<file path="config.mk">
export PLATFORM = sky130hd
export DESIGN_NAME = uart_rx_param
export DESIGN_NICKNAME = d
export VERILOG_FILES = /design/src/rtl/uart_rx_param.sv
export SDC_FILE = /design/constraint.sdc
export NUM_CORES = 1
export LEC_CHECK = 0
export ABC_AREA = 1
export BUFFER_PORTS_ARGS = -buffer_cell sky130_fd_sc_hd__buf_2
export CORE_MARGIN = 2
export CORE_UTILIZATION = 55
export CTS_CLUSTER_SIZE = 14
export DETAILED_ROUTE_END_ITERATION = 12
export PLACE_DENSITY = 0.77
export SLEW_MARGIN = 15
export SYNTH_ARGS = -nofsm -noshare
export SYNTH_HDL_FRONTEND = slang
export SYNTH_SLANG_ARGS = --single-unit
</file>
<file path="constraint.sdc">
create_clock -name clk -period 3.8 [get_ports clk]
set_clock_uncertainty 0.15 [all_clocks]
set_input_delay 0.57 -clock clk [delete_from_list [all_inputs] [get_ports clk]]
set_output_delay 0.57 -clock clk [all_outputs]
set_load 0.02 [all_outputs]
</file>
<file path="src/rtl/uart_rx_param.sv">
// Parametrised UART receiver: 2-flop synchronised line, mid-bit sampling, start-glitch rejection,
// word held behind valid/ack with framing, parity and sticky overrun flags.
module uart_rx_param #(
  parameter int CLKS_PER_BIT = 5208,
  parameter int DATA_BITS    = 8,
  parameter int PARITY       = 0,
  parameter int STOP_BITS    = 1
) (
  input  logic                 clk,
  input  logic                 rst_n,
  input  logic                 rx,
  output logic [DATA_BITS-1:0] data,
  output logic                 valid,
  input  logic                 ack,
  output logic                 frame_err,
  output logic                 parity_err,
  output logic                 overrun,
  output logic                 busy
);

  localparam int HALF = CLKS_PER_BIT / 2;
  localparam int BCW  = (CLKS_PER_BIT > 1) ? $clog2(CLKS_PER_BIT) : 1;
  localparam logic [BCW-1:0] BC_HALF = BCW'(HALF - 1);
  localparam logic [BCW-1:0] BC_LAST = BCW'(CLKS_PER_BIT - 1);
  localparam logic [3:0]     IDX_DATA_LAST = 4'(DATA_BITS - 1);
  localparam logic [3:0]     IDX_STOP_LAST = 4'(STOP_BITS - 1);

  typedef enum logic [2:0] {IDLE, START, DATA, PAR, STOP} state_t;

  state_t               state;
  logic [1:0]           sync;
  logic [BCW-1:0]       bc;
  logic [3:0]           idx;
  logic [DATA_BITS-1:0] shreg;
  logic                 par_bit;
  logic                 fe_acc;
  logic                 par_bad;
  logic                 rxs;

  assign rxs  = sync[1];
  assign busy = (state != IDLE);

  always_comb begin
    par_bad = 1'b0;
    if (PARITY == 1)      par_bad = ~(^shreg ^ par_bit);
    else if (PARITY == 2) par_bad = ^shreg ^ par_bit;
  end

  always_ff @(posedge clk) begin
    if (!rst_n) begin
      sync       <= 2'b11;
      state      <= IDLE;
      bc         <= '0;
      idx        <= '0;
      shreg      <= '0;
      par_bit    <= 1'b0;
      fe_acc     <= 1'b0;
      data       <= '0;
      valid      <= 1'b0;
      frame_err  <= 1'b0;
      parity_err <= 1'b0;
      overrun    <= 1'b0;
    end else begin
      sync <= {sync[0], rx};

      // Accepted ack; a completion in this same cycle overrides below.
      if (valid && ack) begin
        valid   <= 1'b0;
        overrun <= 1'b0;
      end

      case (state)
        IDLE: begin
          if (!rxs) begin
            state <= START;
            bc    <= '0;
          end
        end
        START: begin
          if (bc == BC_HALF) begin
            bc <= '0;
            if (!rxs) begin
              state  <= DATA;
              idx    <= '0;
              fe_acc <= 1'b0;
            end else begin
              state <= IDLE;
            end
          end else begin
            bc <= bc + 1'b1;
          end
        end
        DATA: begin
          if (bc == BC_LAST) begin
            bc    <= '0;
            shreg <= {rxs, shreg[DATA_BITS-1:1]};
            if (idx == IDX_DATA_LAST) begin
              idx   <= '0;
              state <= (PARITY != 0) ? PAR : STOP;
            end else begin
              idx <= idx + 4'd1;
            end
          end else begin
            bc <= bc + 1'b1;
          end
        end
        PAR: begin
          if (bc == BC_LAST) begin
            bc      <= '0;
            par_bit <= rxs;
            state   <= STOP;
          end else begin
            bc <= bc + 1'b1;
          end
        end
        STOP: begin
          if (bc == BC_LAST) begin
            bc <= '0;
            if (idx == IDX_STOP_LAST) begin
              // Back to IDLE mid-stop-bit so a following start edge is not missed.
              state      <= IDLE;
              idx        <= '0;
              data       <= shreg;
              frame_err  <= fe_acc | ~rxs;
              parity_err <= par_bad;
              valid      <= 1'b1;
              if (valid) overrun <= ~ack;
            end else begin
              fe_acc <= fe_acc | ~rxs;
              idx    <= idx + 4'd1;
            end
          end else begin
            bc <= bc + 1'b1;
          end
        end
        default: state <= IDLE;
      endcase
    end
  end

endmodule

</file>
==> results.txt, run 1 <==
The run finished with clean final reports. The root buffer cell is sky130_fd_sc_hd__clkbuf_8. The final cell utilization of the core is 0.6329. The number of routed nets with antenna violations is 0. The source-to-sink clock delay at the later pin of the worst-skew pair is 0.30 ns.

The count of warnings emitted by yosys is 0. The data arrival at the endpoint of the critical path came out at 2.15 ns. The worst setup path is captured at a register. The routed length per placed instance came out at 11.40 microns. The region available for standard cell placement spans between 0.003 and 0.004 sq mm. Measured against its own limit, the worst slew margin works out to 0.5660. In this design, the stage delay of the slowest critical-path cell is 0.54 ns. Across every metal layer, demand over resource in global routing totals 0.2272.

The worst hold path begins at sync[0]. The upper clock frequency limit came out at 488.4 MHz. The setup total negative slack came out at 0 ns.

Counting flops with a built-in enable in the synthesized netlist gives 0. The floorplan step set the die height to ~66 microns. The sequential cell area came out at 840.8 sq um. The count of antenna diodes in the layout is 0. For this run, the leading register cell type out of synthesis is sky130_fd_sc_hd__dfxtp_1.

The overall via count from detail_route is roughly 1900. The endpoint identified for the worst register-to-register timing path is data[2]. The async set-reset flop share out of synthesis came out at 0. 17 I/O pins were placed. Of all nets on the critical path, the largest fanout is 11. The final-report max-slew violation count came out at 0.

The hold violation total from the final report is 0. The worst reg-to-reg setup slack is around 1.8 ns. The mean post-synth cell area came out at 6.718 sq um.

The die area is 0.004347 sq mm. The number of port buffers came out at 15. The share of total power dissipated in combinational logic is 0.263. The fraction of final layout cells with drive strength greater than 1 came out at 0.1532.

The deepest clock path buffer count came out at 2. The filler cells instantiated in the layout total 357. The type of the tightest min-delay check is reg -> reg. The number of setup buffers added after CTS is 0. Detailed placement finished with a half-perimeter wire length of 3121 microns. The part of the Yosys area used for sequential elements came out at 0.3986. The violation count after the first detailed-route iteration came out at 57. The number of global-route vias before repair came out at 1800. For the worst flop-to-flop path, the logic depth is 7. The part of the power in the clock network is 0.279. The finished cells cover 0.002317 sq mm. The placement row count is 22. Setup violations remaining at the end of the flow were counted as 0. The initial antenna violation count is 0. The end point of the worst hold path is sync[1].

Counting every net in the synthesized netlist gives 321. The total wire length after detailed routing came out at 4344 microns. The starting density of the core came out at 0.5762.

The worst register-to-register path begins at bc[0]. The measured slew at the worst slew-check pin is 0.6475 ns. The standard cell area after detailed placement is 0.002225 sq mm. For this run the aggregate overflow at the end of global routing stands at 0. The sequential fraction of design power came out at 0.458. From synthesis to final layout, the design area changed by 9.846%.

The net switching power is 0.3774 mW. The maximum number of pins on one net before global-route repair came out at 24. The cell count of the worst hold path is 1.

The clock drives 42 sinks. The internal power came out at approximately 0.69 mW. The number of maximum-capacitance violations came out at 0. Final hold analysis gives a worst-case slack of 0.2726 ns. Of the available clock period, the critical path in the final layout requires 0.5389. The type of origin of the critical path is a register. From left edge to right edge, the die measures between 60 and 70 microns. After clock tree synthesis, the clock-pin slew on the worst setup and hold paths is 0.09 ns.

The count of TritonRoute iterations in the first routing pass is 5. The post-synthesis cell type count came out at 30. The final layout contains 339 nets. The first-pass GRT wire length is approximately 7700 microns. Of the total power, the share spent switching nets is 0.3552. The areal power density over the cells is 458.6 mW/mm^2.

The area occupied by multi-input gates came out at 0.001067 sq mm. TritonCTS built the clock tree. The TritonCTS buffer count is 5. The number of synthesized register bits is 42. The worst-path cell with the longest stage delay is sky130_fd_sc_hd__nor3_2. The gate count after technology mapping came out at 314. The level count of the clock H-tree came out at 2. The worst setup path is of the reg -> reg kind. The data required time at the worst endpoint is 3.90 ns. The last weighted congestion value of the routability-driven placer came out at 0.8796.

The post-CTS resize count came out at 0. The clock period minus worst slack came out at 2.048 ns. Setup repair after global routing left no endpoint under its margin. The hold buffer count at cts is 0. The critical path goes through ha_1, nand2_1, nor2_1, nand3_2, nor3_2, o21ai_0, nor2_1.

The cell repeated most along the worst path is sky130_fd_sc_hd__nor2_1. The total standard cell area after synthesis is 0.002110 sq mm. After detailed routing, the number of vias per cell comes to between 4 and 5.

The remaining design rule violation count is 0. The worst supply voltage drop on vdd is 0.2798 mV. The static power due to leakage came out at 1.043 nW. The total design power came out at 1.063 mW.
critical path, delay by kind of cell, from the launching register on:
| kind | cells | cell delay [ns] |
|---|---|---|
| DFF | 1 | 0.38 |
| AOI/OAI and AO/OA | 1 | 0.18 |
| adders and majority gates | 1 | 0.21 |
| and+or+nand+nor | 5 | 1.08 |
cells in the final DEF (no fill, tap or decap), types with 2 or more instances in the layout:
cell,count
sky130_fd_sc_hd__ha_1,3
sky130_fd_sc_hd__inv_1,42
sky130_fd_sc_hd__nand3_1,17
sky130_fd_sc_hd__nand2_1,67
sky130_fd_sc_hd__clkinvlp_4,2
sky130_fd_sc_hd__nor2_1,55
sky130_fd_sc_hd__buf_2,15
sky130_fd_sc_hd__clkbuf_8,5
sky130_fd_sc_hd__dfxtp_1,42
sky130_fd_sc_hd__o21ai_1,4
sky130_fd_sc_hd__nand3_2,4
sky130_fd_sc_hd__o21ai_0,23
sky130_fd_sc_hd__nor2_2,7
sky130_fd_sc_hd__nand4_1,3
sky130_fd_sc_hd__or2_2,2
sky130_fd_sc_hd__inv_2,3
sky130_fd_sc_hd__nor3_1,3
sky130_fd_sc_hd__inv_4,2
sky130_fd_sc_hd__a21oi_1,14
sky130_fd_sc_hd__xor2_1,4
sky130_fd_sc_hd__nand2_2,6
worst max path at each step:
| stage | start | end | cells past startpoint | slack (ns) |
|---|---|---|---|---|
| floorplan | bc[0] | idx[3] | 10 | 2.14 |
| global placement | bc[0] | frame_err | 8 | 1.86 |
| detailed placement | bc[0] | frame_err | 8 | 1.78 |
| CTS | bc[0] | data[5] | 7 | 1.73 |
| global route | bc[0] | data[1] | 7 | 1.54 |
| finish | bc[0] | data[2] | 7 | 1.75 |
synthesized netlist by cell type, types with 2 or more instances:
cell type,count,area (sq um)
sky130_fd_sc_hd__dfxtp_1,42,840.8
sky130_fd_sc_hd__nand3_1,17,85.08
sky130_fd_sc_hd__or2_2,2,12.51
sky130_fd_sc_hd__o21ai_1,4,20.02
sky130_fd_sc_hd__xor2_1,4,35.03
sky130_fd_sc_hd__nand2_2,6,37.54
sky130_fd_sc_hd__clkbuf_1,2,7.510
sky130_fd_sc_hd__a21oi_1,14,70.07
sky130_fd_sc_hd__nor2_1,55,206.5
sky130_fd_sc_hd__nand2_1,67,251.5
sky130_fd_sc_hd__inv_4,2,12.51
sky130_fd_sc_hd__nor2_2,7,43.79
sky130_fd_sc_hd__o21ai_0,23,115.1
sky130_fd_sc_hd__inv_1,42,157.7
sky130_fd_sc_hd__nor3_1,3,15.01
sky130_fd_sc_hd__inv_2,3,11.26
sky130_fd_sc_hd__ha_1,3,37.54
sky130_fd_sc_hd__nand4_1,3,18.77
sky130_fd_sc_hd__nand3_2,4,40.04
cell families after synthesis:
group,share of synthesized area
simple gates,0.3571
buf+inv,0.09549
flops,0.3986
other cells,0.001778
compound gates,0.1127
fa+ha+maj,0.01780
xor+xnor,0.01661
sequential cells by signal, indices dropped and copies added, names as in the netlist, named ones only:
| name | flops |
|---|---|
| bc | 13 |
| data | 8 |
| fe_acc | 1 |
| frame_err | 1 |
| idx | 4 |
| shreg | 8 |
| state | 3 |
| sync | 2 |
| valid | 1 |
layer usage:
layer  vias to the layer above  GRT usage  wire, microns
met2                        42     0.3977           2002
met4                         0    0.07653             59
met3                         6    0.05111            202
li1                       1011          -              -
met5                         -          0              0
met1                       843     0.2736           2079
metrics by stage:
stage	setup WS [ns]	std cells
after floorplan	2.136	314
after global placement	1.856	373
after detailed placement	1.775	373
after CTS	1.735	381
after global routing	1.535	381
final	1.752	381
power groups by stage:
| stage | sequential, mW | clock, mW | combinational (mW) |
|---|---|---|---|
| final | 0.487 | 0.296 | 0.280 |
| after global routing | 0.491 | 0.321 | 0.317 |
| after CTS | 0.487 | 0.301 | 0.281 |
| after detailed placement | 0.497 | 0 | 0.277 |
| after global placement | 0.497 | 0 | 0.273 |
| after floorplan | 0.492 | 0 | 0.226 |
area by class of cell:
| cell class | instances | area share |
|---|---|---|
| repair buffers | 15 | 0.03240 |
| clock inverters | 3 | 0.01026 |
| inverters | 47 | 0.07829 |
| flip-flops and latches | 42 | 0.3629 |
| well taps | 48 | 0.02592 |
| clock buffers | 5 | 0.02970 |
| multi-input cells | 221 | 0.4606 |
Power figures use the tool's default switching activity.
==> inputs of run 2 (changes only) <==
ABC_AREA = 0   (was 1)
CORE_UTILIZATION = 53   (was 55)
PLACE_DENSITY = 0.78   (was 0.77)
clock period = 1.65 ns   (was 3.8 ns; I/O delays follow)
==> run 2 against run 1 <==
The run now ends with setup timing left. Final cell count down 13%. Synthesized cell count down 32%. Sequential cell count unchanged. Critical endpoint is now idx[3]. Largest cell class unchanged. Largest power group unchanged.
==> results.txt, run 2 <==
The run finished, with violations left. The checks that failed: setup timing. The most common cell in the synthesized netlist is sky130_fd_sc_hd__dfxtp_1. The first-pass GRT wire length came out at 8562 microns. The count of warnings emitted by yosys came out at 0. The number of nets at the end of the flow is 290. The TritonCTS buffer count is 5.

The violation count after the first detailed-route iteration is 188. The analysis attributes to cell leakage a power of 1.194 nW. Data on the critical path is required at its endpoint by 1.71 ns. The worst reg-to-reg setup slack is -0.23 ns. STA classifies the critical path endpoint as a register.

Synthesis produced a netlist whose cell count is 215. After clock tree synthesis, the clock-pin slew on the worst setup and hold paths is 0.09 ns. The final worst setup slack came out at -0.2304 ns. The worst hold path belongs to the class in -> reg. The share of total power dissipated in the clock network is 0.401. The worst setup path is launched from a register. The fraction of final layout cells with drive strength greater than 1 is 0.4542. The compound-cell area share of the yosys netlist came out at 0.1082.

From bottom edge to top edge, the die measures roughly 65 microns. Entering global routing, the biggest net connects 21 pins. The die area is 0.004282 sq mm. For this design, the sink count on the clock tree is 42. The starting density of the core is 0.5506. The average instance in the mapped netlist occupies 9.305 sq um. The final-report max-slew violation count is 0.

The share of the synthesized netlist area taken by xor and xnor gates came out at 0.03502. The async set-reset flop share out of synthesis came out at 0. The share of total power in combinational logic came out at 0.052.

The total global-route track usage is 0.2718. The count of TritonRoute iterations in the first routing pass is 4. The source-to-sink clock delay at the later pin of the worst-skew pair is 0.31 ns. The final period utilization came out at 1.140. The worst hold path begins at rst_n. The top-level I/O count is 17. The total standard cell area after synthesis came out at 0.002001 sq mm. The congestion estimate from routability-driven global placement came to between 0.8 and 0.9. The post-synthesis cell type count is 57. Of the post-synthesis cell area, the dominant cell type holds 0.4203.

The core outline area is 0.003633 sq mm. The worst supply voltage drop on vdd came out at between 0.9 and 1 mV. Max-cap violations in this run came to 0. The layout overhead on the synthesized area came out at 43.96%. The simple logic cell fraction of the synthesized area is 0.2877.

The worst hold path terminates at sync[0]. By area the synthesized netlist is led by sky130_fd_sc_hd__dfxtp_1 42%, sky130_fd_sc_hd__mux2i_1 8.5%, sky130_fd_sc_hd__nor2_1 6.2%, sky130_fd_sc_hd__nand3_1 2.3%, sky130_fd_sc_hd__nand2_1 2.1%. The switching share of total power is 0.2634. Summed over all nets, the switching power comes to 0.4896 mW.

The part of the Yosys area used for sequential elements is 0.4203. The measured slew at the worst slew-check pin is 0.4979 ns. The clock period minus worst slack came out at about 1.9 ns. Setup repair after global routing could not meet its margin everywhere. By count the netlist is led by 42 x sky130_fd_sc_hd__dfxtp_1, 33 x sky130_fd_sc_hd__nor2_1, 17 x sky130_fd_sc_hd__mux2i_1. The post-placement setup slack came out at -0.2120 ns. In the layout the commonest cells are 42 x sky130_fd_sc_hd__buf_4, 32 x sky130_fd_sc_hd__dfxtp_1, 28 x sky130_fd_sc_hd__nor2_1, 16 x sky130_fd_sc_hd__mux2i_1, 14 x sky130_fd_sc_hd__buf_2. The setup violation total in the final timing report came out at 41. The number of synthesized register bits is 42. The width of the die is 65.44 microns. The total half-perimeter wirelength after legalization and detailed placement is 3030 microns.

The worst-case headroom to the max-slew limit is 0.6668. The routed length per placed instance came out at 17.29 microns. CTS placed an instance of sky130_fd_sc_hd__clkbuf_8 at the clock tree root.

The worst register-to-register path ends at idx[3]. The worst reg-to-reg path cell count came out at 7. The areal power density over the cells came out at around 650 mW/mm^2. The level count of the clock H-tree is 2. The internal power came out at 1.369 mW. The worst register-to-register path begins at bc[0].

The total of fill cells in the finished design is 217. The worst setup path is of the reg -> reg kind. The repair_antennas step left the layout with diodes totalling 0. Ranked by flip-flop count, first place goes to bc.

The number of global-route vias before repair came out at about 1800. The largest registers in the layout are bc: 13 flops, data: 8 flops, shreg: 8 flops. The biggest area consumer among synthesized cells is sky130_fd_sc_hd__dfxtp_1. TritonCTS built the clock tree.

The hold violation total from the final report came out at 0. The total wire length after detailed routing came out at 5741 microns. The multiplexer area fraction after synthesis is 0.08505. The overall via count from detail_route is 1909. The adder and majority cell fraction of the synthesized area came out at 0.01876. Leaving out fill and tap cells, the most frequent cell in the layout is sky130_fd_sc_hd__buf_4. Of all nets on the critical path, the largest fanout is 8. The remaining design rule violation count came out at 0.

After global routing the overflow that remains totals 0. The deepest clock path buffer count came out at 2. The ratio of routed vias to standard cells came out at 5.750.

The number of port buffers came out at 15. The initialized floorplan defines 22 standard-cell rows. Synthesis produced a netlist with a net count of 222.

The post-route worst hold slack came out at 0.08918 ns. Of the total power, registers draw 0.547. The most instantiated flip-flop cell in the synthesis netlist is sky130_fd_sc_hd__dfxtp_1. The upper clock frequency limit came out at about 530 MHz. The number of enable flip-flop cells after synthesis is 0.

After synthesis, the largest family of logic cells by area is simple AND/OR/NAND/NOR gates. The cell count of the worst hold path is 2. The initial antenna violation count came to 0. The number of routed nets with antenna violations is 0.

The data arrival at the endpoint of the critical path is 1.94 ns. The flip-flop count of the largest register, all copies and words added came out at 13.
==> run 2: changes by cell type in the layout (fill, tap and decap cells not counted), moves of 9 or more <==
cell,previous run,this run
sky130_fd_sc_hd__dfxtp_1,42,32
sky130_fd_sc_hd__o21ai_0,23,0
sky130_fd_sc_hd__nand2_1,67,10
sky130_fd_sc_hd__buf_4,0,42
sky130_fd_sc_hd__mux2i_1,0,16
sky130_fd_sc_hd__nand3_1,17,7
sky130_fd_sc_hd__nor2_1,55,28
sky130_fd_sc_hd__buf_6,0,11
sky130_fd_sc_hd__a21oi_1,14,5
sky130_fd_sc_hd__inv_1,42,4
==> run 2: logic make-up (layout without fill, tap and decap cells) <==
group | after synthesis | after routing
fa+ha+maj | 3 | 3
mux | 17 | 17
compound gates | 29 | 30
simple gates | 99 | 99
xor+xnor | 8 | 8
flops | 42 | 42
buf+inv | 16 | 84
other cells | 1 | 1
==> run 2: how the worst max path moves through the flow <==
stage / startpoint / to / slack (ns) / depth (start not counted)
after global placement: bc[7] / idx[2] / -0.15 / 5
final: bc[0] / idx[3] / -0.23 / 7
after CTS: bc[1] / data[7] / -0.19 / 7
after global routing: bc[0] / idx[3] / -0.30 / 7
after detailed placement: idx[0] / idx[2] / -0.21 / 7
after floorplan: idx[0] / data[0] / -0.14 / 7
==> run 2: layer usage <==
layer,part of all wire,track usage
met1,0.40,0.3171
met2,0.49,0.4452
met3,0.081,0.07705
met4,0.031,0.1563
met5,0,0
==> run 2: through the flow <==
step                        util  instance area, sq um  TNS, ns  instances  power [mW]
final                     0.7927                  2880   -6.429        332       1.859
after global routing      0.7927                  2880   -9.159        332       1.898
after CTS                 0.7452                  2708   -3.978        327       1.840
after detailed placement  0.6694                  2432   -5.553        310       1.114
after global placement    0.6694                  2432   -4.498        310       1.114
after floorplan                -                  2039   -1.306        215       1.089
==> run 2: final cells by class <==
cell class                      instances  area [sq um]  share of cell area
Tap cell                               48         60.06             0.02085
Clock inverter                          3         26.28            0.009123
Clock buffer                            5         68.82             0.02389
Multi-Input combinational cell        158          1295              0.4496
Timing Repair Buffer                   70         549.3              0.1907
Sequential cell                        42         858.3              0.2980
Inverter                                6         22.52            0.007819
==> run 2: power by group through the flow <==
| stage | Clock, mW | Combinational (mW) | Sequential (mW) |
|---|---|---|---|
| global route | 0.778 | 0.102 | 1.02 |
| CTS | 0.737 | 0.0832 | 1.02 |
| global placement | 0 | 0.0708 | 1.04 |
| finish | 0.745 | 0.0969 | 1.02 |
| detailed placement | 0 | 0.0712 | 1.04 |
| floorplan | 0 | 0.0459 | 1.04 |
==> run 2: critical path, stage by stage, from the launching register on <==
cell and delay (ns):
sky130_fd_sc_hd__dfxtp_2 0.36, sky130_fd_sc_hd__ha_4 0.15, sky130_fd_sc_hd__nor3b_4 0.24, sky130_fd_sc_hd__and4_4 0.33, sky130_fd_sc_hd__o2bb2ai_4 0.18, sky130_fd_sc_hd__buf_4 0.16
sky130_fd_sc_hd__nand3_1 0.10, sky130_fd_sc_hd__o31ai_1 0.12
==> run 2: repair_timing <==
action                                  4_1_cts  5_1_grt
resized for setup                            20       34
hold buffers                                  2        0
setup buffers                                 6        5
hold endpoints to repair                      2        0
endpoints found under the setup margin       40       41
pin swaps                                     5       24
gates cloned                                  1        0
==> inputs of run 3 (changes only) <==
CORE_ASPECT_RATIO = 1.4   (was not set)
==> run 3 against run 2 <==
Clock-buffer cell count did not move. Combinational power up 8%. The run still ends with setup timing left. Design area up 3.0%. First-iteration DRC count shrank 60%. Wire length up 2.3%. Non-clock buffer count grew 3. Critical path depth unchanged. Sequential power about the same. Hold slack improved by 0.048 ns. Register-to-register slack got worse by 0.04 ns.
==> results.txt, run 3 (synthesis gave the netlist of run 2 again) <==
The run finished, with violations left. The final reports fail on setup timing. The layout overhead on the synthesized area came out at 48.22%. The slowest stage of the critical path belongs to the cell sky130_fd_sc_hd__or3b_4. Counting flops per register, the top entry is bc. The congestion estimate from routability-driven global placement came to ~0.83.

Broken down by cell family, the worst path's largest delay share belongs to compound AO/OA/AOI/OAI gates. The initial antenna violation count is 0. The path with the worst hold slack has its endpoint at sync[0]. The root buffer cell is sky130_fd_sc_hd__clkbuf_8. Counting instances, the worst hold path has a depth of 2.

After the last flow step, the layout net total stands at 292. The largest fanout on the critical path is 3. The post-route cell area is about 0.0030 sq mm.

The largest registers in the layout are bc: 13 flops, data: 8 flops, shreg: 8 flops. For this run, the slowest stage of the critical path takes 0.43 ns. The remaining design rule violation count is 0. The maximum number of pins on one net before global-route repair is 19. The number of global-route vias before repair is 2056. The clock period minus worst slack is 1.917 ns. The launch point of the worst hold path is rst_n. The data required time at the worst endpoint came out at approximately 1.7 ns. For the worst setup path, the data arrival time is 1.97 ns.

The placement row count came out at 26. The routed length per placed instance is 17.91 microns. The placed instances occupy a cell area of 0.002415 sq mm. The core outline area came out at 0.003643 sq mm.

The first-pass GRT wire length came out at 9390 microns. The violation count after the first detailed-route iteration came out at 75. The TritonCTS buffer count is 5.

Walking the worst path, the cells encountered are inv_2, ha_4, or3b_4, a21oi_4, buf_6, o21ai_1, a31o_2. The most common library cell in the layout ignoring fill and taps is sky130_fd_sc_hd__buf_4. The worst-case IR drop observed on VDD is just over 0.8 mV. The width of the die came out at 55.93 microns. Detailed placement ended at an HPWL of 3079 microns. By startpoint and endpoint, the worst setup path is classified as reg -> reg. The number of buffers and inverters on the critical path is 2.

The count of antenna diodes in the layout is 0. The worst flop-to-flop path startpoint is idx[1]. The final period utilization is 1.162. In the final timing run, aggregate negative setup slack is -6.240 ns.

For this design, the sink count on the clock tree is 42. Setup repair after global routing could not meet its margin everywhere. The upper clock frequency limit is 521.6 MHz.

The vertical die dimension is 76.70 microns. The static power due to leakage came out at 1.219 nW. The filler cells instantiated in the layout total roughly 190. The fraction of final layout cells with drive strength greater than 1 came out at 0.4860. Setup violations remaining at the end of the flow were counted as 41. The overall via count from detail_route came out at 1940. For flop-to-flop paths, the worst setup slack is -0.27 ns.

The die area is 0.004289 sq mm. The TritonCTS clock tree is done. The total global-route track usage is 0.2778. The top-level I/O count came out at 17.

The number of maximum-capacitance violations is 0. The initial utilization of the core area, before any placement, comes to 0.5491. The worst reg-to-reg path cell count is 7. The total wire length after detailed routing is 5874 microns. The source-to-sink clock delay at the later pin of the worst-skew pair is 0.30 ns. Counting along the longest clock path gives a buffer depth of 2.

The final-report max-slew violation count is 0. In this run the remaining antenna-violating nets after routing total 0. The clock slew at the register clock pins of the worst setup and hold paths is approximately 0.090 ns. The hold violation total from the final report is 0. The ratio of routed vias to standard cells is 5.915. The type of the tightest min-delay check is in -> reg.

Dividing total power by cell area gives a power density of around 620 mW/mm^2. STA classifies the critical path startpoint as a register. In the layout the commonest cells are 43 x sky130_fd_sc_hd__buf_4, 31 x sky130_fd_sc_hd__dfxtp_1, 27 x sky130_fd_sc_hd__nor2_1, 16 x sky130_fd_sc_hd__mux2i_1, 14 x sky130_fd_sc_hd__buf_2. The count of TritonRoute iterations in the first routing pass is 4. STA classifies the critical path endpoint as a register. The level count of the clock H-tree came out at 2. The number of port buffers came out at 15. The final worst setup slack is -0.2671 ns.

The endpoint identified for the worst register-to-register timing path is idx[2]. The flip-flop count of the largest register, all copies and words added is 13. For this run the aggregate overflow at the end of global routing stands at 0.
[run 3: cell types whose count changed in the layout (fill, tap and decap cells not counted), moves of 2 or more]
| cell | previous run | this run |
|---|---|---|
| sky130_fd_sc_hd__inv_6 | 3 | 1 |
| sky130_fd_sc_hd__nand3_2 | 2 | 4 |
| sky130_fd_sc_hd__o31ai_1 | 3 | 1 |
| sky130_fd_sc_hd__nand3_1 | 7 | 4 |
| sky130_fd_sc_hd__nor2_4 | 2 | 4 |
[run 3: per-layer routing]
metal,track usage,up-vias,part of all wire
met1,0.2843,961,0.38
met2,0.5048,58,0.55
met5,0,-,0
met3,0.05565,25,0.033
met4,0.1738,0,0.039
li1,-,896,-
[run 3: how the worst max path moves through the flow]
stage	startpoint	endpoint	slack [ns]	cells after the start
final	idx[1]	idx[2]	-0.27	7
after global routing	bc[1]	frame_err	-0.34	7
after CTS	idx[1]	frame_err	-0.23	7
after detailed placement	idx[0]	idx[2]	-0.20	7
after global placement	bc[1]	idx[1]	-0.15	7
after floorplan	idx[0]	data[0]	-0.14	7
[run 3: power by group]
part	internal, mW	switching (mW)
Sequential	1.01	0.00367
Clock	0.317	0.414
Combinational	0.0446	0.0604
Total	1.37	0.478
[run 3: what timing repair did]
action,4_1_cts,5_1_grt
endpoints found under the hold margin,2,0
setup endpoints to repair,40,41
hold buffers,2,0
buffers inserted,13,5
cloned,0,0
pin swaps,19,16
gates resized for setup,40,30
[run 3: area by class of cell]
| class | instances | area (sq um) | share of cell area |
|---|---|---|---|
| clock buffer | 5 | 68.82 | 0.02321 |
| clock inverter | 3 | 28.78 | 0.009705 |
| inverter | 6 | 22.52 | 0.007595 |
| timing repair buffer | 73 | 588.1 | 0.1983 |
| multi-input combinational | 157 | 1343 | 0.4527 |
| tap | 42 | 52.55 | 0.01772 |
| sequential | 42 | 862.1 | 0.2907 |
[run 3: stage by stage]
| stage | util | power (mW) | std cells | hold slack, ns | worst slack [ns] |
|---|---|---|---|---|---|
| finish | 0.8139 | 1.851 | 328 | 0.1375 | -0.2671 |
| global route | 0.8139 | 1.904 | 328 | 0.1280 | -0.3399 |
| CTS | 0.7703 | 1.848 | 324 | 0.07970 | -0.2259 |
| detailed placement | 0.6628 | 1.115 | 301 | 0.2431 | -0.2047 |
| global placement | 0.6628 | 1.114 | 301 | 0.2447 | -0.1541 |
| floorplan | - | 1.089 | 215 | 0.1977 | -0.1378 |
